--- config.mk ---
export PLATFORM = sky130hd
export DESIGN_NAME = riio_bias_seq
export DESIGN_NICKNAME = d
export VERILOG_FILES = /design/src/rtl/riio_bias_pkg.sv /design/src/rtl/riio_bias_filter.sv /design/src/rtl/riio_bias_seq.sv
export SDC_FILE = /design/constraint.sdc
export NUM_CORES = 1
export LEC_CHECK = 0
export CAP_MARGIN = 15
export CORE_ASPECT_RATIO = 0.6
export CORE_UTILIZATION = 55
export CTS_CLUSTER_SIZE = 28
export DETAILED_ROUTE_END_ITERATION = 12
export PLACE_DENSITY = 0.82
export SLEW_MARGIN = 40
export SYNTH_ARGS = -nofsm -noshare
export SYNTH_HDL_FRONTEND = slang
export SYNTH_SLANG_ARGS = --single-unit
--- constraint.sdc ---
create_clock -name clk_i -period 3.9 [get_ports clk_i]
set_clock_uncertainty 0.1 [all_clocks]
set_input_delay 0.585 -clock clk_i [delete_from_list [all_inputs] [get_ports clk_i]]
set_output_delay 0.585 -clock clk_i [all_outputs]
set_load 0.03 [all_outputs]
--- src/rtl/riio_bias_pkg.sv ---
// Shared types and default parameters for the I/O ring bias sequencer.
// State encoding is visible on state_o, so the values are fixed.
package riio_bias_pkg;

  typedef enum logic [2:0] {
    ST_OFF      = 3'd0,
    ST_SETTLE   = 3'd1,
    ST_RAMP     = 3'd2,
    ST_ON       = 3'd3,
    ST_SHUTDOWN = 3'd4,
    ST_FAULT    = 3'd5
  } bias_state_e;

  localparam int unsigned DEF_NUM_BANKS      = 4;
  localparam int unsigned DEF_SETTLE_CYCLES  = 1024;
  localparam int unsigned DEF_STAGGER_CYCLES = 16;
  localparam int unsigned DEF_FILTER_CYCLES  = 8;

  // One spare bit so the saturating counter never reaches its limit in use.
  function automatic int unsigned cnt_width(input int unsigned settle,
                                            input int unsigned ramp);
    int unsigned m;
    m = (settle > ramp) ? settle : ramp;
    return $clog2(m) + 1;
  endfunction

endpackage

--- src/rtl/riio_bias_filter.sv ---
// Bias-good synchronizer with optional stability filter.
// Filter compiled in with RIIO_BIAS_SEQ_GLITCH_FILTER_EN.
module riio_bias_filter
  import riio_bias_pkg::*;
#(
  parameter int unsigned FILTER_CYCLES = DEF_FILTER_CYCLES
) (
  input  logic clk_i,
  input  logic rst_ni,
  input  logic vbias_ok_i,
  output logic ok_o
);

  if (FILTER_CYCLES < 1) begin : g_bad_filter
    $error("FILTER_CYCLES must be at least 1");
  end

  logic r_sync1;
  logic r_sync2;

  always_ff @(posedge clk_i or negedge rst_ni) begin
    if (!rst_ni) begin
      r_sync1 <= 1'b0;
      r_sync2 <= 1'b0;
    end else begin
      r_sync1 <= vbias_ok_i;
      r_sync2 <= r_sync1;
    end
  end

`ifdef RIIO_BIAS_SEQ_GLITCH_FILTER_EN
  localparam int unsigned FW = (FILTER_CYCLES > 1) ? $clog2(FILTER_CYCLES) : 1;

  logic [FW-1:0] r_cnt;
  logic          r_out;

  // r_cnt counts consecutive samples that disagree with the current output.
  always_ff @(posedge clk_i or negedge rst_ni) begin
    if (!rst_ni) begin
      r_cnt <= '0;
      r_out <= 1'b0;
    end else if (r_sync2 != r_out) begin
      if (r_cnt == FW'(FILTER_CYCLES - 1)) begin
        r_out <= r_sync2;
        r_cnt <= '0;
      end else begin
        r_cnt <= r_cnt + 1'b1;
      end
    end else begin
      r_cnt <= '0;
    end
  end

  assign ok_o = r_out;
`else
  assign ok_o = r_sync2;
`endif

endmodule

--- src/rtl/riio_bias_seq.sv ---
// Power-up/down sequencer for the EG1.8V I/O ring bias and staggered bank enables.
// Optional bias-good glitch filter: define RIIO_BIAS_SEQ_GLITCH_FILTER_EN.
//
// state    | meaning
// OFF      | bias and banks off, waiting for en_i
// SETTLE   | bias on, waiting SETTLE_CYCLES before checking bias-good
// RAMP     | enabling banks low to high, one per STAGGER_CYCLES
// ON       | all banks on, ready
// SHUTDOWN | disabling banks high to low, then bias off
// FAULT    | everything off, fault latched until fault_clr_i
module riio_bias_seq
  import riio_bias_pkg::*;
#(
  parameter int unsigned NUM_BANKS      = DEF_NUM_BANKS,
  parameter int unsigned SETTLE_CYCLES  = DEF_SETTLE_CYCLES,
  parameter int unsigned STAGGER_CYCLES = DEF_STAGGER_CYCLES,
  parameter int unsigned FILTER_CYCLES  = DEF_FILTER_CYCLES
) (
  input  logic                 clk_i,
  input  logic                 rst_ni,
  input  logic                 en_i,
  input  logic                 vbias_ok_i,
  input  logic                 fault_clr_i,
  output logic                 bias_en_o,
  output logic [NUM_BANKS-1:0] bank_en_o,
  output logic                 ready_o,
  output logic                 fault_o,
  output logic [2:0]           state_o
);

  if (NUM_BANKS < 1 || NUM_BANKS > 16) begin : g_bad_banks
    $error("NUM_BANKS must be in 1..16");
  end
  if (SETTLE_CYCLES < 2) begin : g_bad_settle
    $error("SETTLE_CYCLES must be at least 2");
  end
  if (STAGGER_CYCLES < 1) begin : g_bad_stagger
    $error("STAGGER_CYCLES must be at least 1");
  end

  localparam int unsigned CW = cnt_width(SETTLE_CYCLES, STAGGER_CYCLES * NUM_BANKS);
  localparam logic [CW-1:0] SETTLE_TC = CW'(SETTLE_CYCLES - 1);
  localparam logic [CW-1:0] STAGGER   = CW'(STAGGER_CYCLES);

  logic w_ok;

  riio_bias_filter #(
    .FILTER_CYCLES(FILTER_CYCLES)
  ) u_filter (
    .clk_i     (clk_i),
    .rst_ni    (rst_ni),
    .vbias_ok_i(vbias_ok_i),
    .ok_o      (w_ok)
  );

  bias_state_e          r_state, w_state;
  logic [CW-1:0]        r_cnt;
  logic [CW-1:0]        r_tgt, w_tgt;
  logic                 r_bias_en, w_bias_en;
  logic [NUM_BANKS-1:0] r_bank_en, w_bank_en;
  logic                 r_ready, w_ready;
  logic                 r_fault, w_fault;

  always_comb begin
    w_state   = r_state;
    w_tgt     = r_tgt;
    w_bias_en = r_bias_en;
    w_bank_en = r_bank_en;
    w_ready   = r_ready;
    w_fault   = r_fault;
    case (r_state)
      ST_OFF: begin
        if (en_i) begin
          w_state   = ST_SETTLE;
          w_bias_en = 1'b1;
        end
      end
      ST_SETTLE: begin
        if (!en_i) begin
          w_state   = ST_OFF;
          w_bias_en = 1'b0;
        end else if (r_cnt == SETTLE_TC) begin
          if (w_ok) begin
            w_state   = ST_RAMP;
            w_bank_en = NUM_BANKS'(1);
            w_tgt     = STAGGER - 1'b1;
          end else begin
            w_state   = ST_FAULT;
            w_bias_en = 1'b0;
            w_fault   = 1'b1;
          end
        end
      end
      ST_RAMP, ST_ON: begin
        if (!w_ok) begin
          w_state   = ST_FAULT;
          w_bias_en = 1'b0;
          w_bank_en = '0;
          w_ready   = 1'b0;
          w_fault   = 1'b1;
        end else if (!en_i) begin
          // The entry update already drops the highest enabled bank.
          w_state   = ST_SHUTDOWN;
          w_ready   = 1'b0;
          w_bank_en = r_bank_en >> 1;
          w_tgt     = STAGGER - 1'b1;
        end else if (r_state == ST_RAMP) begin
          if (&r_bank_en) begin
            w_state = ST_ON;
            w_ready = 1'b1;
          end else if (r_cnt == r_tgt) begin
            w_bank_en = (r_bank_en << 1) | NUM_BANKS'(1);
            w_tgt     = r_tgt + STAGGER;
          end
        end
      end
      ST_SHUTDOWN: begin
        if (!w_ok) begin
          w_state   = ST_FAULT;
          w_bias_en = 1'b0;
          w_bank_en = '0;
          w_fault   = 1'b1;
        end else if (r_cnt == r_tgt) begin
          if (|r_bank_en) begin
            w_bank_en = r_bank_en >> 1;
            w_tgt     = r_tgt + STAGGER;
          end else begin
            w_state   = ST_OFF;
            w_bias_en = 1'b0;
          end
        end
      end
      ST_FAULT: begin
        if (fault_clr_i) begin
          w_state = ST_OFF;
          w_fault = 1'b0;
        end
      end
      default: begin
        w_state   = ST_OFF;
        w_bias_en = 1'b0;
        w_bank_en = '0;
        w_ready   = 1'b0;
        w_fault   = 1'b0;
      end
    endcase
  end

  always_ff @(posedge clk_i or negedge rst_ni) begin
    if (!rst_ni) begin
      r_state   <= ST_OFF;
      r_cnt     <= '0;
      r_tgt     <= '0;
      r_bias_en <= 1'b0;
      r_bank_en <= '0;
      r_ready   <= 1'b0;
      r_fault   <= 1'b0;
    end else begin
      r_state   <= w_state;
      r_tgt     <= w_tgt;
      r_bias_en <= w_bias_en;
      r_bank_en <= w_bank_en;
      r_ready   <= w_ready;
      r_fault   <= w_fault;
      if (w_state != r_state) begin
        r_cnt <= '0;
      end else if (r_cnt != {CW{1'b1}}) begin
        r_cnt <= r_cnt + 1'b1;
      end
    end
  end

  assign bias_en_o = r_bias_en;
  assign bank_en_o = r_bank_en;
  assign ready_o   = r_ready;
  assign fault_o   = r_fault;
  assign state_o   = r_state;

endmodule

==> results of run 1 <==
==> cell type report <==
class / count / area, um2
Inverter: 10 / 37.5
Timing Repair Buffer: 16 / 155
Multi-Input combinational cell: 183 / 1390
Fill cell: 339 / 1330
Sequential cell: 31 / 776
Tap cell: 57 / 71.3
Clock buffer: 8 / 100
==> worst max-delay path, stage by stage <==
cell	delay (ps)
clkdlybuf4s50_1	850
nand2b_1	100
or4_1	410
a211o_1	410
a221oi_2	300
o41ai_1	100
==> worst paths after layout <==
path	cells after the start	startpoint	slack [ps]	end
max	6	en_i	1190	r_tgt[8]
min	0	u_filter.r_sync1	250	u_filter.ok_o
max reg2reg	4	state_o[1]	1200	bank_en_o[0]
min reg2reg	0	u_filter.r_sync1	250	u_filter.ok_o
max in group asynchronous	2	rst_ni	2800	r_cnt[2]
min in group asynchronous	2	rst_ni	590	bank_en_o[0]
==> synthesized netlist by cell type (3+ instances only) <==
cell	n
clkbuf_1	6
nor3_1	3
o41ai_1	3
or4_1	3
a31oi_1	4
and3_1	3
o22ai_1	3
dfrtp_1	31
o21ai_0	11
and4_1	4
buf_4	7
xor2_1	9
nand2_1	7
mux2_4	4
nand2b_1	5
nand4_1	9
nand3_1	11
inv_1	10
a211oi_2	7
a21oi_1	15
or3_1	3
mux2_2	3
nor2_1	15
mux2i_1	3
nor2b_1	4
xnor2_1	3
==> through the flow <==
step	instance area, um2	instances	utilization (%)
6_report	2520	305	65.6
5_1_grt	2520	305	65.6
4_1_cts	2520	305	65.4
3_5_place_dp	2420	297	62.8
3_3_place_gp	2420	297	62.8
2_1_floorplan	2320	241	-
==> sequential cells by signal, summed over array words and instances, names as in the netlist <==
name,cells
state_o,3
r_tgt,8
u_filter.ok_o,1
u_filter.r_sync1,1
bias_en_o,1
bank_en_o,4
ready_o,1
fault_o,1
r_cnt,11
==> cells by family after synthesis <==
logic type,synth area share (%)
AND/OR/NAND/NOR,25.3
AO/OA/AOI/OAI,23.2
flip-flops,33.5
buffers and inverters,7.02
XOR/XNOR,4.54
multiplexers,5.35
adder cells (fa/ha/maj),1.08
==> metal layers <==
| metal | global-route usage, % | wire length, um | up-vias |
|---|---|---|---|
| li1 | - | - | 935 |
| met1 | 39.7 | 2710 | 980 |
| met2 | 36.3 | 2160 | 105 |
| met3 | 6.30 | 431 | 9 |
| met4 | 9.17 | 70 | 0 |
| met5 | 0 | 0 | - |
==> power breakdown <==
part           total, mW  switching, mW  internal [mW]
Clock              0.285          0.124          0.161
Sequential         0.383         0.0402          0.343
Combinational      0.195          0.110         0.0843
Total              0.863          0.275          0.588
==> run summary, run 1 <==
For the finished layout, the period the worst path requires is 2710 ps. For this run, the number of Yosys warnings is 0. The number of resized instances in the post-cts repair step is 0, and the clock transition at the register clock pins on the worst setup and hold paths after CTS is 70 ps. Across the VDD grid, the largest voltage drop is 0.271 mV.

For the standby leakage power, the log shows 1.03 nW. The HPWL reported at the end of detailed placement is 3700 um. Clock latency of the later-clocked register in the worst-skew pair: 290 ps. The die is 85.8 um wide.

The antenna diode count was 0. The first global-routing pass estimated 8870 um of wire. The net count of the finished layout is 254.

TritonCTS built the clock tree. The initial cell density of the core is 60.2%, and the pin count of the biggest net entering global routing is 32. Data arrives at the worst endpoint at 2770 ps. The synthesized design contains 0 enable-type register cells. The count of buffers added on input and output ports is 14. The tools report the routed wire length as 5380 um. Sum of negative setup slack: 0 ps. The chip height is 52.3 um. The logs give 33.5% for the proportion of synthesized chip area in sequential cells and 5 for the number of clock buffers inserted by TritonCTS. Across all setup checks in the final design, the least slack found is 1190 ps.

After detailed routing, the average wire length per cell comes to 17.6 um. The total number of clock tree sinks is 31. The biggest area contributor in the post-synthesis netlist is dfrtp_1.

For this design, the CTS-stage hold fixing added 0 buffers. The tree is rooted in a clkbuf_8. The tools report the area enclosed by the die boundary as 0.00449 mm2. The detailed router placed 2029 vias in this run. The number of antenna violations at the first check in global routing is 0, and the synthesized instance count is 241. The class of the tightest hold or removal check is flip-flop to flip-flop. Along the worst path, the maximum fanout reaches 18. The via count of the first global-routing pass was 1724; the endpoint required time on the critical path was 3960 ps. The share of flip-flops with an asynchronous set or reset is 100%. The actual slew at the worst max-slew pin is 744 ps, and the final hold violation count is 0.

Among all flip-flop cells after synthesis, the most frequent one is dfrtp_1. Startpoint class of the critical path: an input pin. The tools report the final setup violation count as 0. Dividing the synthesized area by the synthesized cell count gives 9.62 um2.

Leaving out fill and tap cells, the most frequent cell in the layout is dfrtp_1. The detailed router finished its first iteration with 184 violations. Yosys mapped the design onto 68 distinct sky130hd cell types. The congestion estimate from routability-driven global placement came to 0.865.

In this run the tightest slew margin relative to its limit is 50.4%. The library cells used most frequently in the layout, excluding fill and tap cells, are dfrtp_1, nor2_1, a21oi_1. Yosys attributes the largest share of cell area to dfrtp_1, a211oi_2, xor2_1. The first detailed-routing pass took 5 iterations. The tools report the count of final max-slew check failures as 0. Hold timing on the final database bottoms out at a slack of 251 ps. Once the clock tree was built, the setup fixing pass inserted 0 buffers. Post-route total power: 0.863 mW. The number of storage elements in the synthesis netlist came out at 31. The via-per-instance ratio came out at 6.65.

After synthesis, the largest area contributor takes up 33.5% of total cell area. The buffer depth of the longest clock path is 2. The detail route stage leaves a number of antenna-violating nets equal to 0. The number of rows in the core area was 17. Prior to clock tree synthesis, the placed netlist has a worst setup slack of 926 ps. For this design the top-level I/O count stands at 15. For the max-capacitance violation count, the log shows 0. STA classifies the critical path endpoint as a flip-flop. Setup repair after global routing left no endpoint under its margin. The number of nets handed over by synthesis was 248.

After global routing the overflow that remains totals 0. The mapped netlist covers 0.00232 mm2. The DRC violation count after routing was 0. The core region is 0.00385 mm2. The all-layer global routing usage was 26.4%; the ratio of final minimum period to clock period was 69.5%.

Compared with the post-synthesis result, the final layout area differs by 8.96%. The upper clock frequency limit is 369 MHz, and the total power density per cell area is 342 mW/mm2. The flow ran to the end, and the final reports show no timing, DRC or antenna violations. Class of the most critical setup path: input pin to flip-flop. CTS built an H-tree with a depth of 2.

The layout cell share with drive strength beyond 1 came out at 17.7%.
(Power assumes the default switching activity.)
==> run 2: changes to the inputs <==
Settings changed: CORE_UTILIZATION 55 to 54, PLACE_DENSITY 0.82 to 0.84.
Clock period 3.9 ns to 2.4 ns, I/O delays scaled along.
==> run 2 against run 1 <==
  * Clock-buffer cell count fell by 2
  * Sequential share of layout area fell by 3.5 points
  * Sequential power rose by 61%
  * Critical path type is now flip-flop to flip-flop
  * Largest cell class unchanged
==> run summary, run 2 (synthesis gave the netlist of run 1 again) <==
The run finished with clean final reports. Data on the critical path arrives at its endpoint at 2340 ps. The initial utilization of the core area, before any placement, comes to 56.2%. The antenna violation net count after detailed routing is 0, and the DRC violation count after routing is 0. The library cell used most frequently in the layout, excluding fill and tap cells, is buf_4. The routed layout has 2150 vias. The repair_antennas step left the layout with diodes totalling 0.

The number of buffers and inverters on the critical path is 0. Across all setup checks in the final design, the least slack found is 105 ps. The final layout contains 291 nets. The clock transition at the register clock pins on the worst setup and hold paths after CTS works out to 70 ps. The tools report the endpoint kind of the worst setup timing path as a flip-flop.

Pin count of the biggest net entering global routing: 32. The number of port buffers came out at 14. The class of the most critical setup path is flip-flop to flip-flop. For the pin with the worst max-slew slack, the measured transition is 426 ps. Setup violations remaining at the end of the flow were counted as 0. For this block, the routed nets add up to 6060 um of wire. The final design utilization is 69.0%. From left edge to right edge, the die measures 86.6 um. The HPWL reported at the end of detailed placement is 4370 um. For this design, the sink count on the clock tree is 31. The cell type of the slowest stage on the worst timing path is or4_1. The H-tree generated during clock tree synthesis spans 2 levels. In the final routed layout, each cell accounts on average for 17.6 um.

The logs give 9670 um for the first-pass GRT wire length and 28.6% for the all-layer global routing usage. For this run the aggregate overflow at the end of global routing stands at 0. The flip-flop count of the largest register after layout works out to 11. For the worst setup path, the data required time is 2450 ps.

The upper clock frequency limit was 436 MHz. The final weighted congestion in routability-driven placement came out at 0.982. Via count of the first global-routing pass: 1942. The worst setup path is launched from a flip-flop.

The via-per-instance ratio is 6.23, and the number of primary I/O pins is 15. The tools report the tightest slew margin relative to the limit as 70.9%. The floorplan step set the die height to 52.7 um. The logs give 2 for the buffer depth of the longest clock path and 0 for the final hold violation count. Cell class contributing the biggest share of worst-path delay: compound AO/OA/AOI/OAI gates.

The layout cell share with drive strength beyond 1 works out to 29.5%. The area growth from synthesis to final layout was 22.8%. TritonCTS created 5 clock buffers. Of all nets on the critical path, the largest fanout is 6. For the worst-skew pair, the clock arrives at the later sink with an insertion delay of 280 ps.

In this run the standard cell core region covers 0.00412 mm2. For the count of final max-slew check failures, the log shows 0. Setup repair after global routing left no endpoint under its margin.

For this run, the slowest stage of the critical path takes 570 ps. TritonCTS built the clock tree. The floorplan step defined a die boundary enclosing 0.00457 mm2. The worst path needs 2290 ps of the cycle, external delays included. For the number of antenna violations at the first check in global routing, the log shows 0. r_cnt holds more flip-flops than any other register. For the sum of negative setup slack, the log shows 0 ps. For this design the static power due to leakage is 1.22 nW. The number of rows in the core area is 18. The first routing iteration left 194 violations. The total power density per cell area was 546 mW/mm2.

In the layout the commonest cells are buf_4, dfrtp_1, nor2_1, a21oi_1, clkdlybuf4s50_1. Counting the fill cells in the layout gives 309. Walking the worst path, the cells encountered are ha_4 > nand3_4 > or4_1 > a211o_4 > a221oi_2 > o41ai_1.

Clock tree synthesis selected as its root buffer the cell clkbuf_8. Dividing the final minimum period by the clock period gives 95.6%. At the placement stage, the worst setup path has a slack of -90.5 ps.

The tool flagged a number of max-cap violations equal to 0. The detailed-routing iteration count for the pre-antenna-repair pass is 5, and the number of hold buffers added after CTS is 0. The tools report the largest vdd supply drop as 0.345 mV.

The worst hold path belongs to the class flip-flop to flip-flop.
run 2: changes by cell type in the layout (fill, tap and decap cells not counted), sizes merged:
cell / previous run / this run
bufinv: 0 / 1
clkbuf: 8 / 6
or4: 6 / 7
buf: 2 / 38
clkinv: 0 / 1
run 2: report_power, final:
group	leakage [nW]	internal [mW]	switching, mW	total [mW]
clock	0.0612	0.336	0.196	0.532
combinational	0.740	0.192	0.215	0.407
sequential	0.415	0.557	0.0583	0.616
total	1.22	1.08	0.470	1.55
run 2: cell type report:
| cell class | instances | area, um2 | share of cell area, % |
|---|---|---|---|
| Clock buffer | 6 | 82.6 | 2.90 |
| Clock inverter | 2 | 35.0 | 1.23 |
| Inverter | 10 | 37.5 | 1.32 |
| Multi-Input combinational cell | 184 | 1410 | 49.7 |
| Sequential cell | 31 | 776 | 27.3 |
| Tap cell | 60 | 75.1 | 2.64 |
| Timing Repair Buffer | 52 | 425 | 15.0 |
run 2: metal layers:
layer	part of all wire, %	global-route usage, %
met5	0	0
met4	0.50	5.83
met3	8.6	6.46
met2	42	41.1
met1	49	43.3
run 2: timing repair:
item                                   4_1_cts  5_1_grt
setup endpoints to repair                    1       16
resized for setup                            0        7
pin swaps                                    1        1
gates cloned                                 0        1
setup buffers                                0        4
endpoints found under the hold margin        0        0
run 2: stage by stage:
stage	instances	area [um2]	hold slack [ps]	total power [mW]
after CTS	340	2780	258	1.52
after global routing	345	2850	268	1.62
final	345	2850	258	1.55
after floorplan	241	2320	-35.6	0.845
after global placement	332	2660	233	0.975
after detailed placement	332	2660	243	0.986
run 2: worst paths after layout:
path	from	cells past startpoint	slack, ps	to
setup reg to reg	r_cnt[1]	6	110	r_tgt[8]
hold / removal	u_filter.r_sync1	0	260	u_filter.ok_o
setup / recovery	r_cnt[1]	6	110	r_tgt[8]
hold reg to reg	u_filter.r_sync1	0	260	u_filter.ok_o
min in group asynchronous	rst_ni	2	380	bank_en_o[2]
max in group asynchronous	rst_ni	2	1540	r_tgt[8]
==> run 3: changes to the inputs <==
Settings changed: CORE_UTILIZATION 54 to 52, PLACE_DENSITY 0.84 to 0.82, SYNTH_HIERARCHICAL set to 1.
==> run 3 against run 2 <==
  * Critical path depth increased by 3
  * Register-to-register slack worse by 50 ps
  * Utilization is 8.3 points higher
  * Clock-buffer cell count grew 1
  * Maximum frequency is 2.3% lower
  * Largest power group is now combinational logic
==> run summary, run 3 <==
After clock tree synthesis, the clock-pin slew on the worst setup and hold paths is 70 ps. The width of the die works out to 81.8 um. The combined buffer and inverter count along the critical path came out at 3. The register with the most flip-flops in the layout has 11 of them. The worst path needs 2350 ps of the cycle, external delays included.

The clock latency of the later-clocked register in the worst-skew pair was 290 ps. The all-layer global routing usage was 28.3%. In this run the biggest area consumer among cell types represents 39.1% of the synthesized area. At the pin with the least slew margin, the transition time is 477 ps. Standby leakage power: 1.18 nW. The synthesized-area fraction occupied by ao, oa, aoi and oai cells came out at 22.1%. Wires add up to 5290 um. During placement, the flow inserted port buffers numbering 14.

The signal on the critical path passes through buf_4 > nand2_1 > o22a_4 > nor4b_2 > buf_4 > o311a_1 > or4_1 > buf_6 > a311oi_2. The synthesized design contains 31 register bits. The run finished with clean final reports. STA classifies the critical path endpoint as a flip-flop. The area growth from synthesis to final layout is 34.0%. The register with the most flip-flops was r_cnt. The critical path depth came out at 9. Among all stages on the critical path, the largest delay is contributed by or4_1.

Counting every net in the synthesized netlist gives 225. Cells fill 77.3% of the core in the end. The synthesized netlist devotes 25.6% of its cell area to simple gates.

The run gives 0 as the final hold violation count. Following the worst setup path forward leads to its endpoint at r_cnt[8]. Synthesis produced a netlist whose cell count is 218. Detailed routing inserted a total of 1969 vias. Setup slack on the worst reg-to-reg path comes out at 50 ps.

The final layout contains 282 nets. Counting flops with an async set or reset pin after synthesis yields a share of 100%. The max-capacitance violation count is 0, and the total number of H-tree levels is 2.

The synthesized netlist contains 58 unique library cells. After synthesis, the cell types taking the most area are dfrtp_1, xnor2_1, nor2_1. The layout cell share with drive strength beyond 1 came out at 26.4%. The number of synthesized flops with an enable pin was 0; the post-synthesis share of cell area spent on full adders, half adders and majority gates was 1.26%. The area enclosed by the die boundary was 0.00408 mm2. Buffer depth of the longest clock path: 2.

Area of the core: 0.00344 mm2. Measured against the total synthesized area, the mux share comes to 1.58%. The most instantiated flip-flop cell in the synthesis netlist is dfrtp_1. After filler insertion, the fill cell instance count of the layout stands at 248. Entering global routing, the biggest net connects 32 pins. Detailed-routing iteration count for the pre-antenna-repair pass: 4.

The via-per-instance ratio was 6.13. For the proportion of synthesized chip area in sequential cells, the log shows 39.1%. Measured in cells, the most critical reg-to-reg path has a length of 9. The repair_antennas step left the layout with diodes totalling 0.

At the end of routability-driven placement, the weighted congestion stood at 0.936. The most frequently used cell type in the post-synthesis netlist was dfrtp_1. The synthesized design spends more area on one cell type than any other, namely dfrtp_1.

The class of the tightest hold or removal check is flip-flop to flip-flop. The number of violations reported at the end of detailed-routing iteration 0 is 238, and the final setup violation count is 0. The largest stage delay on the critical path was 480 ps. In this run the remaining antenna-violating nets after routing total 0.

Leaving out fill and tap cells, the most frequent cells in the layout are buf_4, dfrtp_1, nor2_1. The via count of the first global-routing pass came out at 1745. The cell class contributing the biggest share of worst-path delay is compound AO/OA/AOI/OAI gates. The DRC violation count after routing came out at 0. The worst setup path is launched from a flip-flop. For the worst setup path, the data required time is 2500 ps. The commonest cells after synthesis are dfrtp_1, nor2_1, a21oi_1, nand2_1, xnor2_1. Ratio of final minimum period to clock period: 97.9%. The origin of the worst setup path is r_cnt[2]. The total power density per cell area is 704 mW/mm2.

Dividing the detail-routed wire length by the instance count gives 16.5 um. The maximum fanout encountered on the critical timing path is 11, and the first-pass GRT wire length is 8490 um. The initial cell density of the core is 57.7%. The clock tree root driver cell was clkbuf_8. The worst setup path is of the flip-flop to flip-flop kind.

The overflow left after global routing was 0; the chip height was 49.9 um. By instance count, the cell type seen most on the critical path is buf_4. The number of primary I/O pins is 15. Summed over all nets, the half-perimeter wirelength after detailed placement is 3850 um. The clock drives 31 sinks. Clock tree synthesis inserted a total of 5 buffers. Of the total synthesized cell area, the portion taken by XOR and XNOR cells is 7.06%. Setup repair after global routing could not meet its margin everywhere. The worst-case IR drop observed on VDD is 0.626 mV.

After synthesis, the mean cell area works out to 9.11 um2. The main combinational cell family by area after synthesis was simple AND/OR/NAND/NOR gates. The worst register-to-register path ends at r_cnt[8]. The startpoint identified for the worst register-to-register timing path is r_cnt[2]. The Yosys step of the flow raised 6 warnings. On the final layout, the worst hold slack is 252 ps. The library cell used most frequently in the layout, excluding fill and tap cells, is buf_4.

The floorplan has 16 rows. For the count of final max-slew check failures, the log shows 0. Upper clock frequency limit: 426 MHz. Post-synthesis cell area: 0.00199 mm2. The worst pin sits at a relative slew slack of 67.9%. The run gives 0 as the number of antenna violations at the first check in global routing. Data on the critical path arrives at its endpoint at 2450 ps. TritonCTS built the clock tree.
==> run 3: worst min-delay path by stage <==
stage | startpoint | endpoint | cells past startpoint
final | u_filter/r_sync1 | u_filter/ok_o | 0
after global routing | u_filter/r_sync1 | u_filter/ok_o | 0
after CTS | u_filter/r_sync1 | u_filter/ok_o | 0
after detailed placement | u_filter/r_sync1 | u_filter/ok_o | 0
after global placement | u_filter/r_sync1 | u_filter/ok_o | 0
after floorplan | rst_ni | bank_en_o[0] | 0
==> run 3: cell families (layout without fill, tap and decap cells) <==
kind of cell / after synthesis / in the layout
AOI/OAI and AO/OA: 59 / 59
muxes: 3 / 3
adders and majority gates: 2 / 2
xor gates and xnor gates: 16 / 16
and+or+nand+nor: 90 / 90
DFF: 31 / 31
buffers and inverters: 17 / 75
==> run 3: layout make-up <==
class	instances	area [um2]	area share [%]
Sequential cell	31	778	29.2
Multi-Input combinational cell	170	1220	45.7
Clock buffer	7	76.3	2.87
Tap cell	45	56.3	2.12
Clock inverter	1	5.00	0.188
Timing Repair Buffer	61	507	19.0
Inverter	6	22.5	0.846
==> run 3: per-stage QoR <==
stage	setup TNS, ps	cells	power [mW]	instance area (um2)	setup WS [ps]
finish	0	321	1.87	2660	50.5
global route	-103	321	1.98	2660	-26.7
CTS	-0.0189	317	1.82	2560	-0.0189
detailed placement	-88.6	308	1.40	2450	-86.6
global placement	-0.352	308	1.40	2450	-0.352
floorplan	0	218	1.09	1990	16.3
==> run 3: report_power, final <==
part	switching [mW]	internal, mW	leakage (nW)	total (mW)
Sequential	0.0701	0.580	0.411	0.650
Clock	0.191	0.203	0.0422	0.394
Combinational	0.452	0.378	0.722	0.830
==> run 3: timing repair <==
item | 4_1_cts | 5_1_grt
hold buffers | 0 | 0
gates cloned | 0 | 0
buffers inserted | 1 | 4
pin swaps | 2 | 4
gates resized for setup | 3 | 15
setup endpoints to repair | 2 | 19
==> run 3: metal layers <==
| layer | wire length [um] | track usage, % | vias up |
|---|---|---|---|
| li1 | - | - | 919 |
| met4 | 55 | 7.31 | 0 |
| met1 | 2450 | 43.4 | 927 |
| met3 | 639 | 8.52 | 9 |
| met5 | 0 | 0 | - |
| met2 | 2140 | 37.7 | 114 |
